===== src/rtl/rv32i_pkg.sv =====
// rv32i_pkg: constants and types shared by the RV32I instruction-fetch front end.
//   INST_BUBBLE : instruction word presented to decode when nothing is valid
//   PC_STEP     : byte distance between consecutive sequential fetches
//   pf_state_e  : prefetch request FSM states
package rv32i_pkg;

  localparam logic [31:0] INST_BUBBLE = 32'h0000_0000;
  localparam int unsigned PC_STEP     = 4;

  typedef enum logic [1:0] {
    PF_IDLE    = 2'd0,
    PF_WAIT    = 2'd1,
    PF_DISCARD = 2'd2
  } pf_state_e;

endpackage


===== src/rtl/pf_fifo.sv =====
// pf_fifo: synchronous FIFO of {PC, instruction} pairs for the prefetch queue.
//   clk, rst      : rising-edge clock, synchronous active-high reset
//   i_flush       : empty the FIFO (wins over push and pop)
//   i_push        : write {i_push_pc, i_push_inst} at the tail (ignored when full)
//   i_pop         : drop the head entry (ignored when empty)
//   o_count       : number of occupied entries, 0..DEPTH
//   o_head_pc     : PC of the head entry (undefined when empty)
//   o_head_inst   : instruction of the head entry (undefined when empty)
module pf_fifo
  import rv32i_pkg::*;
#(
  parameter int unsigned DATA_WIDTH = 32,
  parameter int unsigned DEPTH      = 4
) (
  input  logic                          clk,
  input  logic                          rst,
  input  logic                          i_flush,
  input  logic                          i_push,
  input  logic [DATA_WIDTH-1:0]         i_push_pc,
  input  logic [DATA_WIDTH-1:0]         i_push_inst,
  input  logic                          i_pop,
  output logic [$clog2(DEPTH):0]        o_count,
  output logic [DATA_WIDTH-1:0]         o_head_pc,
  output logic [DATA_WIDTH-1:0]         o_head_inst
);

  localparam int unsigned AW = $clog2(DEPTH);
  localparam int unsigned CW = AW + 1;

  logic [DATA_WIDTH-1:0] r_pc   [DEPTH];
  logic [DATA_WIDTH-1:0] r_inst [DEPTH];
  logic [AW-1:0]         r_wr_ptr;
  logic [AW-1:0]         r_rd_ptr;
  logic [CW-1:0]         r_count;
  logic                  w_do_push;
  logic                  w_do_pop;

  assign w_do_push = i_push && !i_flush && (r_count != CW'(DEPTH));
  assign w_do_pop  = i_pop  && !i_flush && (r_count != '0);

  // Pointers wrap by natural overflow since DEPTH is a power of two.
  always_ff @(posedge clk) begin
    if (rst || i_flush) begin
      r_wr_ptr <= '0;
      r_rd_ptr <= '0;
      r_count  <= '0;
    end else begin
      if (w_do_push) r_wr_ptr <= r_wr_ptr + AW'(1);
      if (w_do_pop)  r_rd_ptr <= r_rd_ptr + AW'(1);
      if (w_do_push && !w_do_pop) begin
        r_count <= r_count + CW'(1);
      end else if (!w_do_push && w_do_pop) begin
        r_count <= r_count - CW'(1);
      end
    end
  end

  always_ff @(posedge clk) begin
    if (w_do_push) begin
      r_pc[r_wr_ptr]   <= i_push_pc;
      r_inst[r_wr_ptr] <= i_push_inst;
    end
  end

  assign o_count     = r_count;
  assign o_head_pc   = r_pc[r_rd_ptr];
  assign o_head_inst = r_inst[r_rd_ptr];

endmodule


===== src/rtl/if_prefetch_queue.sv =====
// if_prefetch_queue: instruction-fetch front end for the RV32I 5-stage pipeline.
// Issues one word fetch at a time over a request-held req/ack handshake, buffers
// returned (PC, instruction) pairs in pf_fifo and presents the head to decode.
// A redirect from EX flushes buffered entries and discards any in-flight fetch.
//   clk, rst        : rising-edge clock, synchronous active-high reset
//   i_redirect      : taken branch / jump from EX
//   i_redirect_pc   : redirect target (low two bits ignored)
//   o_imem_req      : fetch request, held until i_imem_ack
//   o_imem_addr     : word-aligned fetch address, stable while requesting
//   i_imem_ack      : response valid, completes the request
//   i_imem_rdata    : fetched instruction
//   o_valid         : head entry available to decode
//   o_PC, o_Inst    : head PC / instruction (zero bubble when not valid)
//   i_ready         : decode accepts the head
// Optional build macro PREFETCH_BYPASS_EN: with an empty FIFO, an accepted ack
// is forwarded combinationally to decode, and not buffered if decode takes it.
module if_prefetch_queue
  import rv32i_pkg::*;
#(
  parameter int unsigned              DATA_WIDTH = 32,
  parameter int unsigned              DEPTH      = 4,
  parameter logic [DATA_WIDTH-1:0]    RESET_PC   = 32'h0000_0000
) (
  input  logic                  clk,
  input  logic                  rst,
  input  logic                  i_redirect,
  input  logic [DATA_WIDTH-1:0] i_redirect_pc,
  output logic                  o_imem_req,
  output logic [DATA_WIDTH-1:0] o_imem_addr,
  input  logic                  i_imem_ack,
  input  logic [DATA_WIDTH-1:0] i_imem_rdata,
  output logic                  o_valid,
  output logic [DATA_WIDTH-1:0] o_PC,
  output logic [DATA_WIDTH-1:0] o_Inst,
  input  logic                  i_ready
);

  localparam int unsigned           CW         = $clog2(DEPTH) + 1;
  localparam logic [DATA_WIDTH-1:0] W_STEP     = DATA_WIDTH'(PC_STEP);
  localparam logic [DATA_WIDTH-1:0] W_BUBBLE   = DATA_WIDTH'(INST_BUBBLE);
  localparam logic [DATA_WIDTH-1:0] W_ALIGN    = ~DATA_WIDTH'(3);
  localparam logic [DATA_WIDTH-1:0] W_RESET_PC = RESET_PC & W_ALIGN;

  pf_state_e             r_state;
  pf_state_e             w_state_nxt;
  logic [DATA_WIDTH-1:0] r_fetch_pc;
  logic [DATA_WIDTH-1:0] r_req_addr;
  logic [DATA_WIDTH-1:0] w_redirect_pc;
  logic [CW-1:0]         w_count;
  logic [DATA_WIDTH-1:0] w_head_pc;
  logic [DATA_WIDTH-1:0] w_head_inst;
  logic                  w_fifo_empty;
  logic                  w_fifo_full;
  logic                  w_issue;
  logic                  w_ack_accept;
  logic                  w_push;
  logic                  w_pop;

  assign w_redirect_pc = i_redirect_pc & W_ALIGN;
  assign w_fifo_empty  = (w_count == '0);
  assign w_fifo_full   = (w_count == CW'(DEPTH));

  // A new request is only launched from IDLE, which is never entered in the
  // same cycle as an ack, so back-to-back requests are at least 2 cycles apart.
  assign w_issue       = (r_state == PF_IDLE) && !w_fifo_full && !i_redirect;
  assign w_ack_accept  = (r_state == PF_WAIT) && i_imem_ack && !i_redirect;

`ifdef PREFETCH_BYPASS_EN
  logic w_bypass;
  assign w_bypass = w_fifo_empty && w_ack_accept;
  assign w_push   = w_ack_accept && !(w_bypass && i_ready);
`else
  assign w_push   = w_ack_accept;
`endif

  // The FIFO flush has priority, so a pop in a redirect cycle is dropped there.
  assign w_pop = !w_fifo_empty && i_ready;

  // State register
  always_ff @(posedge clk) begin
    if (rst) begin
      r_state <= PF_IDLE;
    end else begin
      r_state <= w_state_nxt;
    end
  end

  // Next-state logic
  always_comb begin
    w_state_nxt = r_state;
    unique case (r_state)
      PF_IDLE: begin
        if (w_issue) w_state_nxt = PF_WAIT;
      end
      PF_WAIT: begin
        if (i_imem_ack)      w_state_nxt = PF_IDLE;
        else if (i_redirect) w_state_nxt = PF_DISCARD;
      end
      PF_DISCARD: begin
        if (i_imem_ack) w_state_nxt = PF_IDLE;
      end
      default: w_state_nxt = PF_IDLE;
    endcase
  end

  // Output logic
  always_comb begin
    o_imem_req = (r_state != PF_IDLE);
    o_valid    = !w_fifo_empty;
    o_PC       = w_fifo_empty ? '0       : w_head_pc;
    o_Inst     = w_fifo_empty ? W_BUBBLE : w_head_inst;
`ifdef PREFETCH_BYPASS_EN
    if (w_bypass) begin
      o_valid = 1'b1;
      o_PC    = r_fetch_pc;
      o_Inst  = i_imem_rdata;
    end
`endif
  end

  assign o_imem_addr = r_req_addr;

  // fetch_pc only advances on an accepted ack; the issued address is latched
  // separately so a redirect in WAIT/DISCARD can retarget fetch_pc while the
  // stale request is still held on the bus with its original address.
  always_ff @(posedge clk) begin
    if (rst) begin
      r_fetch_pc <= W_RESET_PC;
      r_req_addr <= W_RESET_PC;
    end else begin
      if (i_redirect) begin
        r_fetch_pc <= w_redirect_pc;
      end else if (w_ack_accept) begin
        r_fetch_pc <= r_fetch_pc + W_STEP;
      end
      if (w_issue) begin
        r_req_addr <= r_fetch_pc;
      end
    end
  end

  pf_fifo #(
    .DATA_WIDTH (DATA_WIDTH),
    .DEPTH      (DEPTH)
  ) u_fifo (
    .clk         (clk),
    .rst         (rst),
    .i_flush     (i_redirect),
    .i_push      (w_push),
    .i_push_pc   (r_fetch_pc),
    .i_push_inst (i_imem_rdata),
    .i_pop       (w_pop),
    .o_count     (w_count),
    .o_head_pc   (w_head_pc),
    .o_head_inst (w_head_inst)
  );

endmodule

===== config.mk =====
export PLATFORM = sky130hd
export DESIGN_NAME = if_prefetch_queue
export DESIGN_NICKNAME = d
export VERILOG_FILES = /design/src/rtl/rv32i_pkg.sv /design/src/rtl/pf_fifo.sv /design/src/rtl/if_prefetch_queue.sv
export SDC_FILE = /design/constraint.sdc
export NUM_CORES = 1
export LEC_CHECK = 0
export CORE_UTILIZATION = 45
export CTS_BUF_LIST = sky130_fd_sc_hd__clkbuf_16
export CTS_CLUSTER_DIAMETER = 50
export DETAILED_ROUTE_END_ITERATION = 6
export PLACE_DENSITY_LB_ADDON = 0.12
export SKIP_LAST_GASP = 1
export SLEW_MARGIN = 20
export SYNTH_ARGS = -nofsm -noshare
export SYNTH_HDL_FRONTEND = slang
export SYNTH_SLANG_ARGS = --single-unit

===== constraint.sdc =====
create_clock -name clk -period 3.5 [get_ports clk]
set_input_delay 0.525 -clock clk [delete_from_list [all_inputs] [get_ports clk]]
set_output_delay 0.525 -clock clk [all_outputs]
set_load 0.01 [all_outputs]

Word level (Yosys, flattened, before mapping)
Memory sizes are Yosys's and may differ from the RTL's. A register that Yosys moved wholly into a read port is not among the register bits.
Index checks and enable logic that the tools add are counted.
{ "op_classes": {"add_sub_neg": 5, "n_eq_ne": 7, "mux": 17, "reduce_logical": 25} }
{ "op_table": {"columns": ["op", "n"], "rows": [
  ["$mux W32", 4],
  ["$add A32 B3 Y32 const B", 1],
  ["$mux W2", 8],
  ["$logic_and A1 B1 Y1", 11],
  ["$mux W3", 2],
  ["$ne A3 B3 Y1 const B", 2],
  ["$pmux W2 S3", 1],
  ["$reduce_bool A2 Y1", 3],
  ["$logic_not A1 Y1", 5],
  ["$add A2 B1 Y2 const B", 2],
  ["$ne A2 B2 Y1 const B", 2],
  ["$add A3 B1 Y3 const B", 1],
  ["$eq A3 B3 Y1 const B", 1],
  ["$logic_not A3 Y1", 1],
  ["$reduce_and A3 Y1", 1],
  ["$reduce_bool A3 Y1", 1],
  ["$sub A3 B1 Y3 const B", 1],
  ["$eq A2 B1 Y1 const B", 1],
  ["$eq A2 B2 Y1 const B", 1],
  ["$logic_not A2 Y1", 1],
  ["$mux W1", 2],
  ["$reduce_or A2 Y1", 1],
  ["$logic_or A1 B1 Y1", 1]
]} }
{ "word_totals": {"regBits": 73, "ram_bits": 256, "input_bits": 69, "output_inout_bits": 98, "wordCells": 63, "n_memories": 2} }
{ "mem_list": {"columns": ["name", "depth", "word_bits", "rd", "rd_clocked_by_memory_dff", "wr", "line", "source"], "rows": [
  ["u_fifo.r_inst", 4, 32, 1, 1, 1, "pf_fifo.sv:31", "logic [DATA_WIDTH-1:0] r_inst [DEPTH];"],
  ["u_fifo.r_pc", 4, 32, 1, 1, 1, "pf_fifo.sv:30", "logic [DATA_WIDTH-1:0] r_pc [DEPTH];"]
]} }

Depth between registers and ports, before layout
{ "logic_depth": {"ltp_word": 9, "depth_mapped": 9, "depth_no_buf": 8} }

Cells and area by module
From an unflattened synthesis, not the netlist that was laid out.
{ "unflattened": {"hier_cells": 830, "hier_area_um2": 13246.5} }
{ "by_module_without_submodules": {"columns": ["module", "instances", "cells_per_inst", "area_each_um2", "seq_area_each_um2"], "rows": [
  ["pf_fifo", 1, 388, 9895.7, 7867.5],
  ["if_prefetch_queue", 1, 442, 3350.7, 1241.2]
]} }

Worst setup path after synthesis
No wires, ideal clock.
{ "synth_timing": {"path_type": "input to register", "start": "in i_redirect", "end": "mem u_fifo.r_inst[1][0], enable pin", "setup_ps": 426, "arrival_ps": 2767, "t_required_ps": 3074, "path_slack_ps": 307, "stages": 3, "path_buffers": 1, "path_cell_list": "clkbuf_1 -> nor3_1 -> and2_1"} }
{ "synth_between": {"elab_chain_len": 6} }
{ "synth_rtl": {"columns": ["item", "line", "source"], "rows": [
  ["start: declaration", "if_prefetch_queue.sv:26", "input logic i_redirect,"],
  ["$logic_not A1 Y1 (*)", "pf_fifo.sv:38, if_prefetch_queue.sv:66", null],
  ["$logic_and A1 B1 Y1", "if_prefetch_queue.sv:66", "assign w_ack_accept = (r_state == PF_WAIT) && i_imem_ack && !i_redirect;"],
  ["$logic_and A1 B1 Y1 (*) (2 in series)", "pf_fifo.sv:38", "assign w_do_push = i_push && !i_flush && (r_count != CW'(DEPTH));"],
  ["net u_fifo.w_do_push", "pf_fifo.sv:35", "logic w_do_push;"],
  ["$mux W1 (*)", "pf_fifo.sv:59", "if (w_do_push) begin"],
  ["$mux W1 (not written as such) (*)", "pf_fifo.sv:61", "r_inst[r_wr_ptr] <= i_push_inst;"],
  ["end: declaration", "pf_fifo.sv:31", null]
]} }
The timed path passes the listed nets; every way through them passes the cells marked *.

Final worst setup path
{ "layout_timing": {"start": "reg u_fifo.r_count[0], in the netlist u_fifo.o_count[0]", "end": "out o_PC[13]"} }
{ "layout_between": {"elab_chain_len": 2} }
{ "layout_rtl": {"columns": ["item", "line", "source"], "rows": [
  ["start: declaration", "pf_fifo.sv:34", "logic [CW-1:0] r_count;"],
  ["start signal: assignment", "pf_fifo.sv:51", "r_count <= r_count + CW'(1);"],
  ["start signal: assignment", "pf_fifo.sv:53", "r_count <= r_count - CW'(1);"],
  ["$logic_not A3 Y1", "if_prefetch_queue.sv:60", "assign w_fifo_empty = (w_count == '0);"],
  ["$mux W32", "if_prefetch_queue.sv:110", "o_PC = w_fifo_empty ? '0 : w_head_pc;"],
  ["end: declaration", "if_prefetch_queue.sv:33", "output logic [DATA_WIDTH-1:0] o_PC,"]
]} }
Every way passes these cells.

==> metrics.md <==
| Metric | Value |
|---|---|
| Setup Fix Bufs, Post-CTS | 0 |
| Num rows | 61 |
| Hold Path Cell Cnt | 2 |
| Wirelength per Cell | between 15 and 20 um |
| Post-DP HPWL | approximately 16000 um |
| Drt first pass iters | 7 |
| CP startpoint kind | flop |
| Antenna cell count | 0 |
| Largest net degree at the start of global routing | 53 |
| Gr usage total | a little under a fifth |
| CP top delay family | simple AND/OR/NAND/NOR gates |
| RSZ-0062 raised after global routing | no |
| Total Nets Final | between 1k and 1.5k |
| Final worst-path cycle share | 87.6% |
| Full die area | ~29000 um^2 |
| Final Hold Fails | 0 |
| WL met2 | 12500 um |
| Synth warn | 0 |
| Pwr Density | a little over 500 nW/um^2 |
| Min-delay src | o_imem_addr[26] |
| Synth Flop Type | edfxtp_1 |
| Final WL | about 26000 um |
| Core Box Area | 27800 um^2 |
| Critical Path Max Stage Delay | approximately 0.70 ns |
| # hold bufs at CTS | 0 |
| Final TNS setup | 0 ns |
| Final Slew Violations | 0 |
| Placer congestion estimate | approximately 0.74 |
| Hold Path End | o_imem_addr[26] |
| Layout cell share with drive strength beyond 1 | ~16% |
| Worst Reg-to-Reg Cells | 4 |
| Critical-path top delay cell | or3_2 |
| HP Class | flop to flop |
| Critical path depth | 4 |
| Worst VDD drop | between 0.0003 and 0.0004 V |
| Yosys cell types | 54 |
| Clock Latency Late Sink | 0.51 ns |
| Clk sinks | ~320 |
| Filler Cell Count | around 2.2k |
| H-tree depth | 2 |
| Final Critical Period | between 3 and 4 ns |
| Met3 Routed Length | about 1800 um |
| TritonCTS Buffers | 36 |
| Total gr overflow | 0 |
| Top Layer Used | met4 |
| Worst reg2reg path startpoint | r_fetch_pc[14] |
| Boundary pin count | between 150 and 200 |
| CP Buf/Inv Count | 2 |
| Starting Density | ~46% |
| Reg2reg end | r_fetch_pc[21] |
| Leakage power | 0.00519 uW |
| Crit end category | output pin |
| CTS clk-pin slew, worst paths | around 0.060 ns |
| Port bufs | 160 |
| Outcome | finished clean |
| Vias | roughly 7.3k |
| Area Overhead vs Synth | 26.4% |
| Max_slew headroom | 55.0% |
| Cells after Synth | between 700 and 800 |
| PostCTS Resize Cnt | 0 |
| Worst-Margin Slew | a little under 0.7 ns |
| Final instance area | ~16000 um^2 |
| Critical path required time | between 2 and 3 ns |
| Most common cell after layout, fill and taps aside | edfxtp_1 |
| Flop-to-flop setup slack | around 0.89 ns |
| Die width | about 170 um |
| Async set or reset register ratio after synthesis | 0% |
| Die height | ~170 um |
| Largest fanout on the critical path | 46 |
| Syn avg cell area | approximately 16 um^2 |
| Critical path class | flop to output pin |
| Maxcap violations | 0 |
| Seq cells post-synth | between 300 and 400 |
| M1 WL | 11600 um |
| CTS tree | built |
| Worst EP arrival | ~2.5 ns |
| Initial DRC Count | ~430 |
| Post-place instance area | about 15000 um^2 |
| Most frequent cells in the layout | edfxtp_1, clkdlybuf4s50_1, nand2_1 |
| First-pass GRT wire length | ~40000 um |
| Antenna viol nets, final | 0 |
| Via/cell ratio | 5.32 |
| Number of global-route vias before repair | a little over 7k |
| Residual DRC | 0 |
| Final setup fails | 0 |
| Clk root buf | clkbuf_16 |
| Fmax | roughly 0.33 GHz |
| Maximum buffer depth of the clock tree | 3 |
| Initial antenna violation count | 1 |
| Sequential area share after synthesis | between 60% and 70% |
| Synth Cell Area | between 10000 and 15000 um^2 |
| Critical-path cell list | or3_2 > buf_12 > and2_1 > clkdlybuf4s50_1 |
| EDFF count, synth | about 250 |
| Final Skew | roughly 0.022 ns |
power by group:
part | total (uW) | switching [uW] | leakage [uW] | internal, uW
combinational | 387 | 180 | 0.00176 | 206
sequential | 4220 | 83.3 | 0.00284 | 4140
clock | 3720 | 1480 | 0.000589 | 2230
total | 8330 | 1740 | 0.00519 | 6580
flip-flops by register name, indices dropped and copies added, names as in the netlist, named ones only:
| name | flops |
|---|---|
| o_imem_addr | 30 |
| r_fetch_pc | 30 |
| r_state | 2 |
| u_fifo.o_count | 3 |
| u_fifo.r_inst | 128 |
| u_fifo.r_pc | 120 |
| u_fifo.r_rd_ptr | 2 |
| u_fifo.r_wr_ptr | 2 |
how the worst max path moves through the flow:
stage          slack (ns)               from                   to
6_report             0.44  u_fifo.o_count[0]             o_PC[13]
2_1_floorplan        0.31         i_redirect  u_fifo.r_inst[1][0]
3_3_place_gp         0.58         i_imem_ack    u_fifo.o_count[2]
3_5_place_dp         0.58         i_imem_ack    u_fifo.o_count[2]
5_1_grt              0.30  u_fifo.o_count[0]             o_PC[13]
4_1_cts              0.38  u_fifo.o_count[0]             o_PC[13]
metrics by stage:
step           total power [uW]  hold slack [ns]  setup slack, ns  std cells  utilization (%)
2_1_floorplan              4450            0.462            0.307        802                -
3_3_place_gp               4690            0.445            0.577       1312             53.4
3_5_place_dp               4690            0.449            0.581       1312             53.4
4_1_cts                    8420            0.458            0.375       1378             57.7
5_1_grt                    8600            0.475            0.305       1378             57.7
6_report                   8330            0.454            0.436       1378             57.7
cell type report:
class                           count  area, um^2  area share, %
Timing Repair Buffer              182        1870           11.7
Multi-Input combinational cell    421        3570           22.3
Inverter                           12        45.0          0.281
Sequential cell                   319        8880           55.4
Clock buffer                       37         926           5.78
Tap cell                          378         473           2.95
Clock inverter                     29         263           1.64
synthesized netlist by cell type, types with 4 or more instances:
master | count | area share [%]
a211oi_1 | 8 | 0.47
ha_1 | 6 | 0.59
and4_1 | 5 | 0.35
o21ai_0 | 12 | 0.47
mux4_2 | 62 | 11
a311oi_1 | 6 | 0.41
inv_1 | 12 | 0.36
or3_1 | 7 | 0.35
edfxtp_1 | 248 | 59
nand4_1 | 10 | 0.49
nand2_1 | 74 | 2.2
dfxtp_1 | 71 | 11
nor2_1 | 27 | 0.80
and3_1 | 4 | 0.20
xnor2_1 | 9 | 0.62
buf_4 | 4 | 0.24
a31oi_1 | 5 | 0.25
xor2_1 | 7 | 0.48
or4_1 | 12 | 0.71
buf_2 | 8 | 0.32
a21oi_1 | 36 | 1.4
o31ai_1 | 8 | 0.47
nand3_1 | 13 | 0.51
clkbuf_1 | 36 | 1.1
and2_1 | 67 | 3.3
nor3_1 | 5 | 0.20
layer usage:
metal,vias to the layer above,global-route usage (%)
met5,-,0
met1,3636,25.0
met2,226,30.3
met4,0,4.74
met3,36,4.30
li1,3436,-
worst reg2reg max path, delay by kind of cell, from the launching register on:
| kind | cells | cell delay (ns) |
|---|---|---|
| and+or+nand+nor | 3 | 1.64 |
| DFF | 1 | 0.60 |
| AOI/OAI and AO/OA | 1 | 0.28 |
cells by family after synthesis:
logic type / synth area share [%]
XOR/XNOR: 1.11
flip-flops: 70.0
multiplexers: 11.4
adder cells (fa/ha/maj): 0.750
buffers and inverters: 2.09
other: 0.0296
AND/OR/NAND/NOR: 10.1
AO/OA/AOI/OAI: 4.54
(Power assumes the default switching activity.)
